<file path="src/rtl/qtcore_pkg.sv">
// Shared scan-sequencer types and defaults: FSM state encoding, default geometry
// and a counter-width helper.
package qtcore_pkg;

    localparam int unsigned DEF_WORD_W    = 32;
    localparam int unsigned DEF_CHAIN_LEN = 256;

    typedef enum logic [2:0] {
        ST_IDLE   = 3'd0,
        ST_LOAD   = 3'd1,
        ST_SHIFT  = 3'd2,
        ST_UNLOAD = 3'd3,
        ST_FINISH = 3'd4
    } seq_state_e;

    // Width of a counter spanning 0..n-1, never narrower than one bit.
    function automatic int unsigned cnt_width(input int unsigned n);
        return (n > 1) ? $clog2(n) : 1;
    endfunction

endpackage

</file>
<file path="src/rtl/scan_shift_reg.sv">
// Word-wide shift register and bit counter for serialising one host word
// through the scan chain while capturing the chain's returning bits.
module scan_shift_reg
    import qtcore_pkg::*;
#(
    parameter int unsigned WORD_W = DEF_WORD_W
) (
    input  logic              wb_clk_i,
    input  logic              wb_rst_n,
    input  logic              clear,
    input  logic              load,
    input  logic              shift,
    input  logic [WORD_W-1:0] load_data,
    input  logic              serial_in,
    output logic              serial_out,
    output logic [WORD_W-1:0] shreg,
    output logic              last_bit_c
);

    localparam int unsigned BC_W = cnt_width(WORD_W);

    logic [BC_W-1:0] bit_cnt;

    // Load wins over shift; clear only drops the bit position, data is left for inspection.
    always_ff @(posedge wb_clk_i or negedge wb_rst_n) begin
        if (!wb_rst_n) begin
            shreg   <= '0;
            bit_cnt <= '0;
        end else if (clear) begin
            bit_cnt <= '0;
        end else if (load) begin
            shreg   <= load_data;
            bit_cnt <= BC_W'(WORD_W - 1);
        end else if (shift) begin
            shreg <= {shreg[WORD_W-2:0], serial_in};
            if (bit_cnt != '0) begin
                bit_cnt <= bit_cnt - 1'b1;
            end
        end
    end

    assign serial_out = shreg[WORD_W-1];
    assign last_bit_c = (bit_cnt == '0);

endmodule

</file>
<file path="src/rtl/scan_sequencer.sv">
// Scan-chain pass sequencer: loads host words, shifts them through the chain,
// returns the captured words, and interlocks the chain against processor runs.
module scan_sequencer
    import qtcore_pkg::*;
#(
    parameter int unsigned WORD_W    = DEF_WORD_W,
    parameter int unsigned CHAIN_LEN = DEF_CHAIN_LEN
) (
    input  logic              wb_clk_i,
    input  logic              wb_rst_n,
    input  logic              start_i,
    input  logic              abort_i,
    input  logic              proc_req_i,
    input  logic              wr_valid_i,
    input  logic [WORD_W-1:0] wr_data_i,
    output logic              wr_ready_o,
    output logic              rd_valid_o,
    output logic [WORD_W-1:0] rd_data_o,
    input  logic              rd_ready_i,
    output logic              scan_enable_o,
    output logic              scan_in_o,
    input  logic              scan_out_i,
    output logic              proc_en_o,
    output logic              busy_o,
    output logic              done_o,
    output logic              aborted_o,
    output logic              err_o
);

    localparam int unsigned N_WORDS = CHAIN_LEN / WORD_W;
    localparam int unsigned WC_W    = cnt_width(N_WORDS);

    seq_state_e      state;
    seq_state_e      state_next;
    logic [WC_W-1:0] word_cnt;
    logic [WC_W-1:0] word_cnt_next;
    logic            wr_fire;
    logic            abort_hit;
    logic            start_err;
    logic            shift_en;
    logic            last_bit_c;

    // State and word counter register.
    always_ff @(posedge wb_clk_i or negedge wb_rst_n) begin
        if (!wb_rst_n) begin
            state    <= ST_IDLE;
            word_cnt <= '0;
        end else begin
            state    <= state_next;
            word_cnt <= word_cnt_next;
        end
    end

    // Next-state logic; abort outranks every other event in the cycle.
    always_comb begin
        state_next    = state;
        word_cnt_next = word_cnt;
        wr_fire       = 1'b0;
        abort_hit     = 1'b0;
        if (abort_i && (state != ST_IDLE)) begin
            abort_hit     = 1'b1;
            state_next    = ST_IDLE;
            word_cnt_next = '0;
        end else begin
            case (state)
                ST_IDLE: begin
                    if (start_i && !proc_req_i) begin
                        state_next    = ST_LOAD;
                        word_cnt_next = '0;
                    end
                end
                ST_LOAD: begin
                    if (wr_valid_i) begin
                        wr_fire    = 1'b1;
                        state_next = ST_SHIFT;
                    end
                end
                ST_SHIFT: begin
                    if (last_bit_c) begin
                        state_next = ST_UNLOAD;
                    end
                end
                ST_UNLOAD: begin
                    if (rd_ready_i) begin
                        word_cnt_next = word_cnt + 1'b1;
                        state_next    = (word_cnt == WC_W'(N_WORDS - 1)) ? ST_FINISH : ST_LOAD;
                    end
                end
                ST_FINISH: begin
                    state_next = ST_IDLE;
                end
                default: begin
                    state_next = ST_IDLE;
                end
            endcase
        end
    end

    assign start_err = start_i && ((state != ST_IDLE) || proc_req_i);
    assign shift_en  = (state == ST_SHIFT) && !abort_hit;

    // Registered handshake/status outputs decoded from the upcoming state.
    always_ff @(posedge wb_clk_i or negedge wb_rst_n) begin
        if (!wb_rst_n) begin
            wr_ready_o    <= 1'b0;
            rd_valid_o    <= 1'b0;
            scan_enable_o <= 1'b0;
            busy_o        <= 1'b0;
            done_o        <= 1'b0;
            aborted_o     <= 1'b0;
            err_o         <= 1'b0;
            proc_en_o     <= 1'b0;
        end else begin
            wr_ready_o    <= (state_next == ST_LOAD);
            rd_valid_o    <= (state_next == ST_UNLOAD);
            scan_enable_o <= (state_next == ST_SHIFT);
            busy_o        <= (state_next != ST_IDLE);
            done_o        <= (state_next == ST_FINISH);
            aborted_o     <= abort_hit;
            proc_en_o     <= proc_req_i && (state == ST_IDLE);
            if (start_err) begin
                err_o <= 1'b1;
            end
        end
    end

    scan_shift_reg #(
        .WORD_W(WORD_W)
    ) u_shift (
        .wb_clk_i   (wb_clk_i),
        .wb_rst_n   (wb_rst_n),
        .clear      (abort_hit),
        .load       (wr_fire),
        .shift      (shift_en),
        .load_data  (wr_data_i),
        .serial_in  (scan_out_i),
        .serial_out (scan_in_o),
        .shreg      (rd_data_o),
        .last_bit_c (last_bit_c)
    );

endmodule

</file>
<file path="config.mk">
export PLATFORM = sky130hd
export DESIGN_NAME = scan_sequencer
export DESIGN_NICKNAME = d
export VERILOG_FILES = /design/src/rtl/qtcore_pkg.sv /design/src/rtl/scan_shift_reg.sv /design/src/rtl/scan_sequencer.sv
export SDC_FILE = /design/constraint.sdc
export NUM_CORES = 1
export LEC_CHECK = 0
export ABC_AREA = 1
export ABC_CLOCK_PERIOD_IN_PS = 1200
export CORE_AREA = 2 2 80 82
export CTS_CLUSTER_SIZE = 12
export DETAILED_ROUTE_END_ITERATION = 8
export DIE_AREA = 0 0 82 84
export PLACE_DENSITY = 0.8
export SLEW_MARGIN = 10
export SYNTH_ARGS = -nofsm -noshare
export SYNTH_HDL_FRONTEND = slang
export SYNTH_SLANG_ARGS = --single-unit
</file>
<file path="constraint.sdc">
create_clock -name wb_clk_i -period 1.2 [get_ports wb_clk_i]
set_input_delay 0.12 -clock wb_clk_i [delete_from_list [all_inputs] [get_ports wb_clk_i]]
set_output_delay 0.12 -clock wb_clk_i [all_outputs]
set_load 0.01 [all_outputs]
</file>
==> results.yml, run 1 <==
status:
  status: "finished with violations"
  violations: "setup timing"
global_routing:
  grt_pass1_wl_um: 11600
  first_global_vias: 2518
  grt_antenna_before_repair: 0
  track_usage_pct: 21.7
  grt_max_degree: 52
  overflow: 0
die:
  initial_core_util_pct: 38.4
  ios: 81
  rows: 29
  fp.dieW_um: 82
  core-area_mm2: 0.00610
  die_y_um: 84
  dieArea_mm2: 0.00689
route:
  wl_met3_um: 479
  wirelength_met1_um: 2860
  wl_per_cell_um: 15.4
  via_per_inst: 5.02
  remaining_drc_errors: 0
  wl_met2_um: 4020
  via_count: 2457
  dr.max_layer_used: "met4"
  ant_nets: 0
  drt_iter0_markers: 126
  dr.pass1.iters: 4
  routed_wl_um: 7540
yosys:
  syn_inst: 287
  ys_warn_count: 0
  synth_nets: 331
  synth.distinct_cells: 22
  synthTopCellsByCount: "135 x nand2_1, 51 x dfrtp_1, 38 x nand3_1, 11 x inv_1, 11 x nor2_1"
  ys_seq_area_share_pct: 54.5
  synth.avg_cell_area_um2: 8.15
  synth_edf_count: 0
  synth.cell_area_mm2: 0.00234
  yosysTopAreaCell: "dfrtp_1"
  synth.area.top_cells: "dfrtp_1 55%, nand2_1 22%, nand3_1 8.1%, ha_1 2.1%, inv_1 1.8%"
  synth_most_common_cell: "nand2_1"
  ys_ff_latch: 51
  synthFlopType: "dfrtp_1"
  ys_async_sr_fraction_pct: 100
  synth_top_area_share_pct: 54.5
cells_and_area:
  drive_above_1_share_pct: 34.2
  utilization_pct: 67.8
  area_growth_pct: 76.6
  n_antenna_cell: 0
  final_nets: 455
place:
  portBuffers: 80
  place_congestion: 0.749
  pre_cts_slack_ns: -0.329
  dp.final_hpwl_um: 4200
setup_path:
  crit_top_cell: "nand2_1"
  r2r_setup_slack_ns: -0.22
  critPathRequiredTime_ns: 1.45
  max_stage_delay_ns: 0.46
  r2r_start: "state[2]"
  critPathArrivalTime_ns: 1.66
  cp_cell_sequence: "buf_6 -> nor2_4 -> nand2_4 -> nand2_8 -> inv_6 -> a21oi_4 -> nand2_1 -> nand2_1"
  crit_fanout: 6
  r2r_end: "u_shift.bit_cnt[4]"
  crit_path_top_delay_cell: "dfrtp_2"
  end_kind: "register"
  setup.worst_path.start_class: "register"
  reg2reg_depth: 8
  critical_path_class: "reg -> reg"
pwr:
  intPower_mw: 5.51
  p_clk_share_pct: 10.5
  peakVddDrop_v: 0.00106
  p_per_area_mw_per_mm2: 2250
  pwr-share-seq_pct: 33.0
  leakagePower_nw: 2.15
  netSwitchingPower_mw: 3.79
  p_sw_share_pct: 40.8
  combPwrFrac_pct: 56.5
clocking:
  cts_inserted_buffers: 5
  clkLatencyLatePin_ns: 0.31
  cts-htree-levels: 2
  clk_path_buf_depth: 2
  cts_root_buf: "clkbuf_8"
  clock-sinks: 51
  path_clk_slew_ns: 0.09
  cts_tree: "built"
timing:
  slew_headroom_pct: 76.1
  worst_slack_ns: -0.216
  slew_violations: 0
  max_freq_ghz: 0.706
  rsz0062_at_grt: "true"
  worst_pin_slew_ns: 0.357
  period_share_pct: 118
  finalClockSkew_ns: 0.00452
  hold_violations: 0
  finalSetupViolations: 49
  finalCriticalPeriod_ns: 1.42
worst_hold_path:
  hold_class: "in -> async"
flow_run:
  cap_violations: 0
[flip-flops by register name (all words and copies together), names as in the netlist]
| name | flops |
|---|---|
| aborted_o | 1 |
| busy_o | 1 |
| done_o | 1 |
| err_o | 1 |
| proc_en_o | 1 |
| rd_valid_o | 1 |
| scan_enable_o | 1 |
| state | 3 |
| u_shift.bit_cnt | 5 |
| u_shift.shreg | 32 |
| word_cnt | 3 |
| wr_ready_o | 1 |
[stage by stage]
step           power, mW  hold slack, ns  TNS [ns]  cells  instance area [um2]
6_report            9.29           0.329     -8.06    489                 4130
5_1_grt             9.87           0.370    -10.63    489                 4130
4_1_cts             8.72           0.343     -5.94    488                 3960
3_5_place_dp        6.99           0.137    -11.24    456                 3390
3_3_place_gp        6.82           0.132     -8.78    456                 3390
2_1_floorplan       4.86          -0.176     -2.12    287                 2360
[repair_timing]
item,4_1_cts,5_1_grt
buffers inserted,21,3
endpoints found under the hold margin,51,0
setup endpoints to repair,90,51
pin swaps,21,16
gates cloned,4,1
gates resized for setup,114,51
hold buffers,1,0
[cells in the final DEF, fill, tap and decap left out, types with 7 or more instances in the layout]
master	count
dfrtp_1	49
inv_2	7
clkdlybuf4s50_1	38
nand2_4	8
inv_1	9
nand3_2	18
dlygate4sd2_1	38
nand2_1	99
nand3_1	20
nand2_2	27
buf_6	17
buf_4	21
[worst max-delay path by stage]
| stage | start | end | slack [ns] | cells past startpoint |
|---|---|---|---|---|
| after CTS | state[0] | u_shift.shreg[2] | -0.16 | 8 |
| after global placement | abort_i | u_shift.shreg[0] | -0.26 | 6 |
| after detailed placement | abort_i | u_shift.shreg[14] | -0.33 | 6 |
| after floorplan | state[1] | u_shift.shreg[31] | -0.07 | 7 |
| final | state[2] | u_shift.bit_cnt[4] | -0.22 | 8 |
| after global routing | state[2] | rd_valid_o | -0.28 | 8 |
[layer usage]
metal / track usage [%] / vias to the layer above
met5: 0 / -
met4: 5.61 / 0
met3: 4.65 / 22
met2: 38.1 / 100
met1: 26.4 / 1184
li1: - / 1151
[power by group through the flow]
stage / combinational, mW / clock, mW / sequential [mW]
final: 5.25 / 0.976 / 3.07
after global routing: 5.66 / 1.07 / 3.14
after CTS: 4.74 / 1.00 / 2.98
after detailed placement: 3.98 / 0 / 3.01
after global placement: 3.84 / 0 / 2.98
after floorplan: 1.63 / 0 / 3.23
[logic make-up after synthesis]
kind of cell / count (synthesis) / share of synthesized area [%]
simple gates: 195 / 34.8
flops: 51 / 54.5
xor+xnor: 3 / 1.12
compound gates: 3 / 0.909
buf+inv: 31 / 6.47
fa+ha+maj: 4 / 2.14
[critical path, delay by kind of cell (launching register included)]
kind                   cells  cell delay [ns]
AOI/OAI and AO/OA          1             0.18
DFF                        1             0.46
buffers and inverters      2             0.18
and+or+nand+nor            5             0.53
[area by class of cell]
class                   count  area (um2)
clock buffers               6        72.6
well taps                  77        96.3
clock inverters             2        12.5
repair buffers            128        1320
flip-flops and latches     51        1280
inverters                  20         106
fillers                   429        1960
multi-input cells         205        1250
No activity file was read; power rests on OpenSTA's default activity.
==> inputs of run 2 (changes only) <==
- CORE_AREA: 2 2 80 82 -> 2 2 61 107
- DIE_AREA: 0 0 82 84 -> 0 0 63 109
==> run 2 against run 1 <==
Compared with the run above: the flow still finishes with violations (setup timing); maximum frequency grew 0.67%; register-to-register slack is essentially flat; sequential cell count unchanged; worst setup slack improved by 0.0094 ns; critical path type unchanged; critical endpoint is now u_shift.shreg[20]; largest cell class is now registers.
==> results.yml, run 2 (synthesis results as in run 1) <==
setup_path:
  crit_fanout: 8
  end_kind: "register"
  r2r_end: "u_shift.shreg[20]"
  setup.worst_path.start_class: "register"
  r2r_setup_slack_ns: -0.21
  critPathArrivalTime_ns: 1.62
  reg2reg_depth: 8
  critPathRequiredTime_ns: 1.41
  critical_path_class: "reg -> reg"
  r2r_start: "state[0]"
timing:
  rsz0062_at_grt: "true"
  setup_tns_ns: -6.82
  finalClockSkew_ns: 0.00927
  worst_slack_ns: -0.206
  whs_ns: 0.321
  finalSetupViolations: 48
  worst_pin_slew_ns: 0.282
  finalCriticalPeriod_ns: 1.41
  hold_violations: 0
  max_freq_ghz: 0.711
  period_share_pct: 117
  slew_violations: 0
  slew_headroom_pct: 81.2
cells_and_area:
  largest_reg_flops: 32
  n_antenna_cell: 0
  largest-register: "u_shift.shreg"
  final_nets: 445
  utilization_pct: 64.7
  fin_area_mm2: 0.00391
  nFillCells: 468
  layout_common_cells: "115 x nand2_1, 49 x dfrtp_1, 41 x dlygate4sd2_1, 38 x clkdlybuf4s50_1, 25 x buf_4"
  layout_commonest_cell: "nand2_1"
  largestRegisters: "u_shift.shreg (32), u_shift.bit_cnt (5)"
  area_growth_pct: 67.0
  drive_above_1_share_pct: 27.6
route:
  drt_iter0_markers: 143
  dr.pass1.iters: 4
  remaining_drc_errors: 0
  routed_wl_um: 7410
  via_per_inst: 5.05
  wl_per_cell_um: 15.4
  via_count: 2435
  ant_nets: 0
global_routing:
  first_global_vias: 2314
  grt_antenna_before_repair: 0
  overflow: 0
  grt_pass1_wl_um: 10800
  track_usage_pct: 20.4
  grt_max_degree: 52
place:
  portBuffers: 80
  place_congestion: 0.900
  place_area_mm2: 0.00334
  dp.final_hpwl_um: 4280
die:
  core-area_mm2: 0.00604
  ios: 81
  fp.dieW_um: 63
  die_y_um: 109
  dieArea_mm2: 0.00687
  rows: 38
  initial_core_util_pct: 38.7
pwr:
  p_per_area_mw_per_mm2: 2260
  peakVddDrop_v: 0.00116
  leakagePower_nw: 2.04
worst_hold_path:
  hold_class: "in -> async"
clocking:
  cts_root_buf: "clkbuf_8"
  cts_inserted_buffers: 5
  clk_path_buf_depth: 2
  path_clk_slew_ns: 0.10
  cts-htree-levels: 2
  clock-sinks: 51
  clkLatencyLatePin_ns: 0.32
  cts_tree: "built"
status:
  violations: "setup timing"
  status: "finished with violations"
flow_run:
  cap_violations: 0
==> run 2: stage by stage <==
stage	worst slack (ns)	cells	total power, mW
2_1_floorplan	-0.0708	287	4.86
3_3_place_gp	-0.248	454	6.79
3_5_place_dp	-0.290	454	6.92
4_1_cts	-0.123	476	8.29
5_1_grt	-0.299	482	9.41
6_report	-0.206	482	8.85
==> run 2: worst max path at each step <==
stage	depth (start not counted)	slack (ns)	endpoint	from
after floorplan	7	-0.07	u_shift.shreg[31]	state[1]
after global placement	6	-0.25	u_shift.shreg[8]	abort_i
after detailed placement	6	-0.29	u_shift.shreg[14]	abort_i
after CTS	7	-0.12	u_shift.shreg[14]	state[2]
after global routing	8	-0.30	u_shift.shreg[19]	state[0]
final	8	-0.21	u_shift.shreg[20]	state[0]
==> run 2: report_power, final <==
group / internal, mW / switching, mW / total [mW]
logic: 2.33 / 2.44 / 4.77
registers: 2.44 / 0.561 / 3.01
clock network: 0.471 / 0.602 / 1.07
total: 5.24 / 3.61 / 8.85
==> run 2: final cells by class <==
cell class | count | area [um2] | share of cell area (%)
clock buffers | 6 | 82.6 | 2.11
clock inverters | 2 | 16.3 | 0.416
inverters | 20 | 97.6 | 2.50
multi-input cells | 205 | 1180 | 30.3
flip-flops and latches | 51 | 1280 | 32.7
well taps | 80 | 100 | 2.56
repair buffers | 118 | 1150 | 29.4
==> run 2: what timing repair did <==
action                     CTS  global route
gates resized for setup     93            32
pin swaps                    7            10
hold buffers                 1             0
setup endpoints to repair   89            49
hold endpoints to repair    51             0
gates cloned                 2             1
setup buffers               12             5
==> run 2: worst max-delay path, cell delays in order, from the launching register on <==
cell,delay [ns]
dfrtp_1,0.38
inv_2,0.08
nor3_4,0.20
nand3_2,0.15
nand2_4,0.12
inv_8,0.06
clkbuf_16,0.16
nand2_1,0.07
nand3_1,0.07
==> run 2: metal layers <==
metal	vias up	global-route usage, %	share of wire [%]
met5	-	0	0
met4	0	11.3	5.0
met3	27	4.13	4.3
met2	84	38.1	56
met1	1190	21.0	35
li1	1134	-	-
==> inputs of run 3 (changes only) <==
- ABC_CLOCK_PERIOD_IN_PS: 1200 -> 1580
- CTS_CLUSTER_DIAMETER: not set -> 100
- PLACE_DENSITY: 0.8 -> 0.77
- clock period: 1.2 -> 1.58 ns (I/O delays scaled with it)
==> run 3 against run 2 <==
Compared with the run above: the flow now finishes without violations; global-route usage fell by 3.3 points; cell area fell by 13%; combinational power fell by 42%; critical path type is now reg -> out; sequential share of layout area rose by 5.0 points; wire length fell by 23%; critical endpoint is now rd_data_o[22].
==> results.yml, run 3 (synthesis results as in run 1) <==
status:
  status: "finished, final reports clean"
timing:
  finalClockSkew_ns: 0.00862
  rsz0062_at_grt: "false"
  hold_violations: 0
  worst_pin_slew_ns: 0.431
  max_freq_ghz: 0.697
  period_share_pct: 90.9
  finalSetupViolations: 0
  slew_violations: 0
  finalCriticalPeriod_ns: 1.44
  setup_tns_ns: 0
  slew_headroom_pct: 71.2
route:
  via_per_inst: 4.80
  via_count: 2169
  dr.pass1.iters: 4
  drt_iter0_markers: 101
  wl_per_cell_um: 12.6
  routed_wl_um: 5710
  remaining_drc_errors: 0
  ant_nets: 0
die:
  rows: 38
  initial_core_util_pct: 38.7
  fp.dieW_um: 63
  die_y_um: 109
  ios: 81
  core-area_mm2: 0.00604
  dieArea_mm2: 0.00687
setup_path:
  crit_path_top_delay_cell: "clkdlybuf4s50_1"
  critPathArrivalTime_ns: 1.28
  max_stage_delay_ns: 0.56
  critical_path_class: "reg -> out"
  path_buf_inv: 1
  cp_cell_sequence: "clkdlybuf4s50_1"
  end_kind: "output port"
  crit_fanout: 3
  critPathRequiredTime_ns: 1.42
  cpLargestDelayFamily: "buffers and inverters"
  setup.worst_path.start_class: "register"
cells_and_area:
  final_cells: 452
  layout_common_cells: "134 x nand2_1, 79 x clkdlybuf4s50_1, 51 x dfrtp_1, 38 x nand3_1"
  drive_above_1_share_pct: 7.80
  largestRegisters: "u_shift.shreg (32), u_shift.bit_cnt (5)"
  largest-register: "u_shift.shreg"
  largest_reg_flops: 32
  layout_commonest_cell: "nand2_1"
  n_antenna_cell: 0
  final_nets: 415
  utilization_pct: 56.0
  area_growth_pct: 44.6
clocking:
  postCtsSetupBuffers: 0
  cts_root_buf: "clkbuf_8"
  cts_inserted_buffers: 5
  clkLatencyLatePin_ns: 0.31
  clock-sinks: 51
  path_clk_slew_ns: 0.09
  cts_tree: "built"
  clk_path_buf_depth: 2
  cts-htree-levels: 2
global_routing:
  overflow: 0
  grt_antenna_before_repair: 0
  grt_pass1_wl_um: 9230
  grt_max_degree: 52
  first_global_vias: 1992
  track_usage_pct: 17.0
pwr:
  leakagePower_nw: 1.66
  p_per_area_mw_per_mm2: 1800
  power.total_mw: 6.09
  peakVddDrop_v: 0.000546
place:
  dp.final_hpwl_um: 4150
  portBuffers: 80
  place_inst: 443
  place_congestion: 0.903
worst_hold_path:
  hold_class: "in -> async"
flow_run:
  cap_violations: 0
run 3: changes by cell type in the layout (fill, tap and decap cells not counted), sizes merged:
cell,before,now
clkinvlp,1,0
dlygate4sd2,41,0
buf,37,8
clkdlybuf4s50,38,79
clkbuf,7,6
bufinv,0,2
inv,20,19
run 3: area by class of cell:
cell class	instances	area [um2]
multi-input combinational	205	915
inverter	20	76.3
sequential	51	1280
fill	549	2660
clock buffer	6	72.6
clock inverter	2	60.1
tap	80	100
timing repair buffer	88	883
run 3: layer usage:
layer	share of wire [%]	wire length [um]	up-vias	track usage, %
li1	-	-	1060	-
met1	38	2180	1042	19.0
met2	55	3130	56	30.5
met3	4.1	233	11	3.10
met4	2.8	162	0	9.37
met5	0	0	-	0
run 3: worst paths after layout:
check | startpoint | end | slack, ns | cells past startpoint
min in group wb_clk_i | wr_data_i[20] | u_shift.shreg[20] | 0.41 | 3
worst min-delay path | wb_rst_n | busy_o | 0.38 | 3
worst max-delay path | u_shift.shreg[22] | rd_data_o[22] | 0.14 | 1
worst min register to register | err_o | err_o | 0.48 | 2
worst max register to register | state[2] | u_shift.shreg[28] | 0.15 | 6
max in group asynchronous | wb_rst_n | u_shift.bit_cnt[0] | 0.97 | 3
run 3: worst reg2reg max path: cells and delay by family, from the launching register on:
family	cells	cell delay, ns
buf+inv	2	0.41
flops	1	0.44
simple gates	4	0.52
run 3: what timing repair did:
action | CTS | global route
resized for setup | 0 | 2
endpoints found under the hold margin | 51 | 0
endpoints found under the setup margin | 0 | 33
hold buffers | 1 | 0
run 3: power breakdown:
group / total [mW] / internal [mW] / switching [mW]
clock network: 1.05 / 0.633 / 0.420
registers: 2.27 / 1.85 / 0.418
logic: 2.76 / 1.42 / 1.34
run 3: through the flow:
| step | hold WS [ns] | setup slack (ns) | instance area (um2) |
|---|---|---|---|
| after floorplan | -0.138 | 0.301 | 2340 |
| after global routing | 0.394 | 0.00845 | 3380 |
| after CTS | 0.363 | 0.0596 | 3380 |
| final | 0.376 | 0.144 | 3380 |
| after detailed placement | 0.168 | 0.0396 | 3240 |
| after global placement | 0.165 | 0.0807 | 3240 |
